--- config.mk ---
export PLATFORM = sky130hd
export DESIGN_NAME = video_timing_gen
export DESIGN_NICKNAME = d
export VERILOG_FILES = /design/src/rtl/video_timing_gen.sv
export SDC_FILE = /design/constraint.sdc
export NUM_CORES = 1
export LEC_CHECK = 0
export CORE_MARGIN = 5
export CORE_UTILIZATION = 45
export DETAILED_ROUTE_END_ITERATION = 8
export PLACE_DENSITY = 0.72
export SYNTH_ARGS = -nofsm -noshare
export SYNTH_HDL_FRONTEND = slang
export SYNTH_SLANG_ARGS = --single-unit
--- constraint.sdc ---
create_clock -name clk_i -period 3.14 [get_ports clk_i]
set_clock_uncertainty 0.15 [all_clocks]
set_input_delay 0.314 -clock clk_i [delete_from_list [all_inputs] [get_ports clk_i]]
set_output_delay 0.314 -clock clk_i [all_outputs]
set_load 0.01 [all_outputs]
--- src/rtl/video_timing_gen.sv ---
// Parametrised raster timing generator: beam position, syncs, lookahead fetch position, strobes.
// Optional raster-line interrupt is built when VIDEO_TIMING_IRQ_EN is defined.
module video_timing_gen #(
  parameter int H_DISPLAY = 256,
  parameter int H_FRONT   = 7,
  parameter int H_SYNC    = 23,
  parameter int H_BACK    = 23,
  parameter int V_DISPLAY = 240,
  parameter int V_BOTTOM  = 14,
  parameter int V_SYNC    = 3,
  parameter int V_TOP     = 5,
  parameter bit HS_POL    = 1'b1,
  parameter bit VS_POL    = 1'b1,
  parameter int CE_DIV    = 1,
  parameter int LOOKAHEAD = 1,
  parameter int CW        = 9
) (
  input  logic          clk_i,
  input  logic          reset_i,
  output logic          pix_ce_o,
  output logic [CW-1:0] hpos_o,
  output logic [CW-1:0] vpos_o,
  output logic          hsync_o,
  output logic          vsync_o,
  output logic          display_on_o,
  output logic [CW-1:0] fetch_hpos_o,
  output logic [CW-1:0] fetch_vpos_o,
  output logic          fetch_valid_o,
  output logic          line_start_o,
  output logic          frame_start_o,
  output logic [7:0]    frame_count_o
`ifdef VIDEO_TIMING_IRQ_EN
  ,
  input  logic [CW-1:0] irq_line_i,
  input  logic          irq_clear_i,
  output logic          irq_o
`endif
);

  localparam int H_MAX    = H_DISPLAY + H_FRONT + H_SYNC + H_BACK - 1;
  localparam int V_MAX    = V_DISPLAY + V_BOTTOM + V_SYNC + V_TOP - 1;
  localparam int HS_START = H_DISPLAY + H_FRONT;
  localparam int HS_END   = HS_START + H_SYNC - 1;
  localparam int VS_START = V_DISPLAY + V_BOTTOM;
  localparam int VS_END   = VS_START + V_SYNC - 1;
  localparam int MAX_HV   = (H_MAX > V_MAX) ? H_MAX : V_MAX;
  localparam int DW       = (CE_DIV > 1) ? $clog2(CE_DIV) : 1;

  localparam logic [CW-1:0] H_MAX_C    = CW'(H_MAX);
  localparam logic [CW-1:0] V_MAX_C    = CW'(V_MAX);
  localparam logic [CW-1:0] H_DISP_C   = CW'(H_DISPLAY);
  localparam logic [CW-1:0] V_DISP_C   = CW'(V_DISPLAY);
  localparam logic [CW-1:0] HS_START_C = CW'(HS_START);
  localparam logic [CW-1:0] HS_END_C   = CW'(HS_END);
  localparam logic [CW-1:0] VS_START_C = CW'(VS_START);
  localparam logic [CW-1:0] VS_END_C   = CW'(VS_END);
  localparam logic [CW-1:0] LOOK_C     = CW'(LOOKAHEAD);
  localparam logic [DW-1:0] DIV_LAST   = DW'(CE_DIV - 1);

  if ((1 << CW) <= MAX_HV) begin : g_cw_check
    $error("video_timing_gen: CW too narrow for raster size");
  end

  logic [DW-1:0] div_q, div_d;
  logic [CW-1:0] h_q, h_d, v_q, v_d, fh_q, fh_d, fv_q, fv_d;
  logic          hsync_q, vsync_q, disp_q, fvalid_q, ls_q, fs_q, pix_ce;
  logic [7:0]    fc_q;

  // One step in scan order; fetch and beam counters share the same wrap rules.
  function automatic logic [2*CW-1:0] scan_step(input logic [CW-1:0] h, input logic [CW-1:0] v);
    logic [CW-1:0] nh, nv;
    nh = h + 1'b1;
    nv = v;
    if (h == H_MAX_C) begin
      nh = '0;
      nv = (v == V_MAX_C) ? '0 : v + 1'b1;
    end
    return {nh, nv};
  endfunction

  always_comb begin
    pix_ce = !reset_i && (div_q == DIV_LAST);
    div_d  = (div_q == DIV_LAST) ? '0 : div_q + 1'b1;
    {h_d, v_d}   = {h_q, v_q};
    {fh_d, fv_d} = {fh_q, fv_q};
    if (pix_ce) begin
      {h_d, v_d}   = scan_step(h_q, v_q);
      {fh_d, fv_d} = scan_step(fh_q, fv_q);
    end
  end

  // Decoded outputs are registered from next-state counters so they line up with hpos/vpos.
  always_ff @(posedge clk_i) begin
    if (reset_i) begin
      div_q    <= '0;
      h_q      <= '0;
      v_q      <= '0;
      fh_q     <= LOOK_C;
      fv_q     <= '0;
      fvalid_q <= (LOOKAHEAD < H_DISPLAY);
      disp_q   <= 1'b1;
      hsync_q  <= ~HS_POL;
      vsync_q  <= ~VS_POL;
      ls_q     <= 1'b0;
      fs_q     <= 1'b0;
      fc_q     <= '0;
    end else begin
      div_q    <= div_d;
      h_q      <= h_d;
      v_q      <= v_d;
      fh_q     <= fh_d;
      fv_q     <= fv_d;
      fvalid_q <= (fh_d < H_DISP_C) && (fv_d < V_DISP_C);
      disp_q   <= (h_d < H_DISP_C) && (v_d < V_DISP_C);
      hsync_q  <= (h_d >= HS_START_C && h_d <= HS_END_C) ? HS_POL : ~HS_POL;
      vsync_q  <= (v_d >= VS_START_C && v_d <= VS_END_C) ? VS_POL : ~VS_POL;
      ls_q     <= pix_ce && (h_d == '0);
      fs_q     <= pix_ce && (h_d == '0) && (v_d == '0);
      if (pix_ce && (h_d == '0) && (v_d == '0)) fc_q <= fc_q + 8'd1;
    end
  end

`ifdef VIDEO_TIMING_IRQ_EN
  logic irq_q;
  // Set wins over clear so an acknowledge racing a new hit cannot lose it.
  always_ff @(posedge clk_i) begin
    if (reset_i) irq_q <= 1'b0;
    else if (pix_ce && (h_d == H_DISP_C) && (v_d == irq_line_i)) irq_q <= 1'b1;
    else if (irq_clear_i) irq_q <= 1'b0;
  end
  assign irq_o = irq_q;
`endif

  assign pix_ce_o      = pix_ce;
  assign hpos_o        = h_q;
  assign vpos_o        = v_q;
  assign hsync_o       = hsync_q;
  assign vsync_o       = vsync_q;
  assign display_on_o  = disp_q;
  assign fetch_hpos_o  = fh_q;
  assign fetch_vpos_o  = fv_q;
  assign fetch_valid_o = fvalid_q;
  assign line_start_o  = ls_q;
  assign frame_start_o = fs_q;
  assign frame_count_o = fc_q;

endmodule

; ---- Yosys cells after proc, flatten, opt, wreduce, memory -nomap -nowiden
; Index checks and enable logic that the tools add are counted.
[word_totals]
output_inout_bits = 51
reg_bits = 51
wordCells = 54
[op_classes]
n_bitwise = 1
n_eq_ne = 4
n_mux = 12
add_sub_neg = 6
order_cmp = 8
reduce_logical = 11
[op_table]
columns = cell, n
row1 = 2-to-1 mux 9 bit, 10
row2 = adder 9 x 1 -> 9 bit (second input constant), 4
row3 = == test 9 bit (second input constant), 4
row4 = <= comparator 9 bit (second input constant), 2
row5 = logical NOT 9 bit, 2
row6 = less-than comparator 9 x 8 -> 1 bit (second input constant), 2
row7 = less-than comparator 9 bit (second input constant), 2
row8 = >= comparator 9 x 8 -> 1 bit (second input constant), 1
row9 = >= comparator 9 bit (second input constant), 1
row10 = adder 8 x 1 -> 8 bit (second input constant), 1
row11 = logical AND 1 bit, 7
row12 = 2-to-1 mux 1 bit, 2
row13 = OR reduction 2 bit, 1
row14 = adder 1 bit (second input constant), 1
row15 = logical NOT 1 bit, 1
row16 = inverter 1 bit, 1

; ---- Depth between registers and ports, before layout
[logic_depth]
ltp_word = 7
depth_mapped = 12
mapped_depth_nobuf = 9

; ---- Least setup slack after synthesis
; Ideal clock, no wire load.
[synth_path]
path_type = register to register
from = register h_q[0], in the netlist hpos_o[0]
to = register fc_q[7], in the netlist frame_count_o[7]
stages_incl_launch_ff = 11
period_less_slack_ns = 2.603
n_path_buf = 1
path_slack_ns = 0.537
required_time_ns = 2.867
setup_ns = 0.123
arrival_time_ns = 2.330
path_cell_list = dfxtp_1 inv_1 ha_1 and4b_1 and3_1 clkbuf_1 and3_1 a21oi_2 nor3b_2 nand4_1 mux2_1
[synth_via]
elab_chain_len = 6
word_cells_on_any_way = 10
classes_between = add/sub: 1 / eq/ne: 1 / mux: 4 / reduce/logical: 4
[synth_rtl]
columns = element, line
row1 = start: declaration, 65  ; logic [CW-1:0] h_q, h_d, v_q, v_d, fh_q, fh_d, fv_q, fv_d;
row2 = start signal: assignment, 96  ; h_q <= '0;
row3 = start signal: assignment, 109  ; h_q <= h_d;
row4 = adder 9 x 1 -> 9 bit / == test 9 bit (equally long branches), "72, 74"
row5 = 2-to-1 mux 9 bit, 74  ; if (h == H_MAX_C) begin
row6 = 2-to-1 mux 9 bit, 86  ; if (pix_ce) begin
row7 = logical NOT 9 bit, 119  ; if (pix_ce && (h_d == '0) && (v_d == '0)) fc_q <= fc_q + 8'd1;
row8 = logical AND 1 bit, 119
row9 = logical AND 1 bit *, 119
row10 = end signal: assignment, 119
row11 = end: declaration, 67  ; logic [7:0] fc_q;
; Mark *: on every way between the ends. The rest lies on a longest branch, timed or not.
; A chain may end at the register's enable or synchronous reset.

; ---- Worst setup path after layout
; Ends and elaborated chain as after synthesis.

==> metrics.txt <==
Flop pwr share 59.3%; Die W 88.7 µm; combinational power share 5.6%; design area 3470 µm²; Netlist cell types 62; Setup CP Type flip-flop to flip-flop; clock root buffer clkbuf_8; average routed wire per standard cell 14.0 µm; Hold/Removal Path Class flip-flop to flip-flop; Die Y 88.7 µm; crit share post-route 88.6%; dpl cells 455; fin util 58.0%; top_reg_cell synth dfxtp_1; leading cell type in the layout, fill and taps excluded clkdlybuf4s50_1; antenna-violating nets left 0; sequential share of the synthesized area 36.6%; fraction of layout cells with a size suffix above 1 7.22%; XOR/XNOR share of the synthesized area 9.10%; net switching power figure 277 µW; Nets 398; final worst path period need 2.78 ns; initial antenna violation count 0; Slew Viols, Final 0; ant diodes 0; worst hold stages 2; yosys warns 0; synthesized net count 348; leakage power 0.00123 µW; vias in the first global route 2457; Worst-Margin Slew 0.560 ns; routability cong. 0.806; Clock power frac 35.1%; drt total wl 6490 µm; Slew HR 62.5%; Pwr Density 321 nW/µm²; final hold vios 0; Worst VDD drop 169 µV; Clock Sinks 51; First-pass DRT Iterations 4; RSZ-0062 raised after global routing false; Synth Register Bits 51; hpwl dp 4650 µm; post-route DRC violation count 0; largest family of logic cells by synthesized area simple AND/OR/NAND/NOR gates; Overflow after GRT 0; Max Freq 359 MHz; First DRT Iteration DRCs 95; Worst R2R Setup Slack 0.36 ns; Total GRT Usage 17.8%; vias per cell 5.46; critical path launch point type flip-flop; Sw Share 24.9%; port bufs 52; Core Footprint 5990 µm²; pin count of the biggest net entering global routing 42; Post-DP Area 3380 µm²; status completed; Synth Area in Adders 4.04%; post-synthesis mux area share 1.52%; Core Rows 28; mapped cell area 2790 µm²; P_int 838 µW; Max-cap violations 0; CP max FO 10; most frequent cells in the layout clkdlybuf4s50_1, dfxtp_1, nor2_1; Initial Utilization 46.6%; Compound-Gate Fraction of Synth Area 13.0%; post-synthesis cell count 337; # setup viols final 0; Worst-path clk slew 0.10 ns; Post-synth ARST share 0%; Final Non-Filler Cells 463; Fin Hold WS 0.393 ns; Layout area overhead 24.5%; io pins 53; final setup TNS 0 ns; Vias 2530; first-pass GRT wire length 11200 µm; critical path arrival 2.84 ns; Worst Setup End Kind flip-flop; worst r2r path cells 9; Skew-Pair Late Insertion Delay 0.31 ns; H-tree Lvls 2; clock buffer count from CTS 5; Simple-Gate Fraction of Synth Area 31.3%; critical path required time 3.20 ns; die area 7870 µm²; Mean Syn Cell Area 8.28 µm²; CTS tree yes; largest buffer count on any clock path 2; count of flip-flops with a built-in enable after synthesis 0; post-cts hold buffer count 0
[worst max-delay path, cell delays in order, from the launching register on]
cell and delay [ns]:
dfxtp_1 0.49, inv_1 0.08, ha_1 0.19, and4b_1 0.21
and3_1 0.29, and3_1 0.23, a21oi_2 0.18, nor3b_4 0.39
nand4_1 0.16, mux2_1 0.32
[flip-flops by register name, indices dropped and copies added (netlist names)]
signal         count
fetch_valid_o      1
vsync_o            1
vpos_o             9
fetch_hpos_o       9
frame_start_o      1
line_start_o       1
display_on_o       1
hsync_o            1
frame_count_o      8
fetch_vpos_o       9
div_q              1
hpos_o             9
[stage by stage]
stage	worst slack, ns	power [µW]
3_3_place_gp	0.206	738
5_1_grt	0.0964	1170
4_1_cts	0.246	1130
2_1_floorplan	0.537	714
3_5_place_dp	0.106	740
6_report	0.357	1120
[cells by family after synthesis]
family                   count (synthesis)
AO/OA/AOI/OAI                           53
multiplexers                             4
AND/OR/NAND/NOR                        163
other                                    1
adder cells (fa/ha/maj)                  9
flip-flops                              51
buffers and inverters                   27
XOR/XNOR                                29
[area by class of cell]
cell class | count | area (µm²)
Multi-Input combinational cell | 259 | 1660
Fill cell | 545 | 2520
Tap cell | 75 | 93.8
Timing Repair Buffer | 59 | 573
Inverter | 11 | 41.3
Clock buffer | 5 | 68.8
Clock inverter | 3 | 18.8
Sequential cell | 51 | 1020
[power groups by stage]
stage / sequential, µW / clock (µW) / combinational, µW
2_1_floorplan: 677 / 0 / 36.6
3_3_place_gp: 677 / 0 / 61.4
3_5_place_dp: 677 / 0 / 62.6
4_1_cts: 662 / 405 / 62.7
5_1_grt: 664 / 436 / 69.3
6_report: 662 / 391 / 62.6
[layer usage]
metal / vias to the layer above / GRT usage (%) / share of wire, %
met5: - / 0 / 0
met4: 0 / 6.59 / 1.4
met3: 7 / 3.07 / 4.3
met2: 68 / 28.5 / 46
met1: 1166 / 23.8 / 49
li1: 1289 / - / -
[cells in the mapped netlist (8+ instances only)]
cell type | number | area share (%)
a21oi_1 | 16 | 2.9
and3_1 | 11 | 2.5
dfxtp_1 | 51 | 37
ha_1 | 9 | 4.0
inv_1 | 11 | 1.5
nand2_1 | 29 | 3.9
nand3_1 | 13 | 2.3
nand4_1 | 8 | 1.8
nor2_1 | 49 | 6.6
nor3_1 | 12 | 2.2
xnor2_1 | 10 | 3.1
xor2_1 | 19 | 6.0
[what timing repair did]
item / in CTS / in global routing
resized for setup: 0 / 1
setup endpoints to repair: 0 / 2
setup buffers: 0 / 0
[final timing paths]
check                                      start          endpoint
worst min register to register  frame_count_o[1]  frame_count_o[1]
worst max register to register         hpos_o[0]  frame_count_o[7]
worst min-delay path            frame_count_o[1]  frame_count_o[1]
worst max-delay path                   hpos_o[0]  frame_count_o[7]
(Power assumes the default switching activity.)
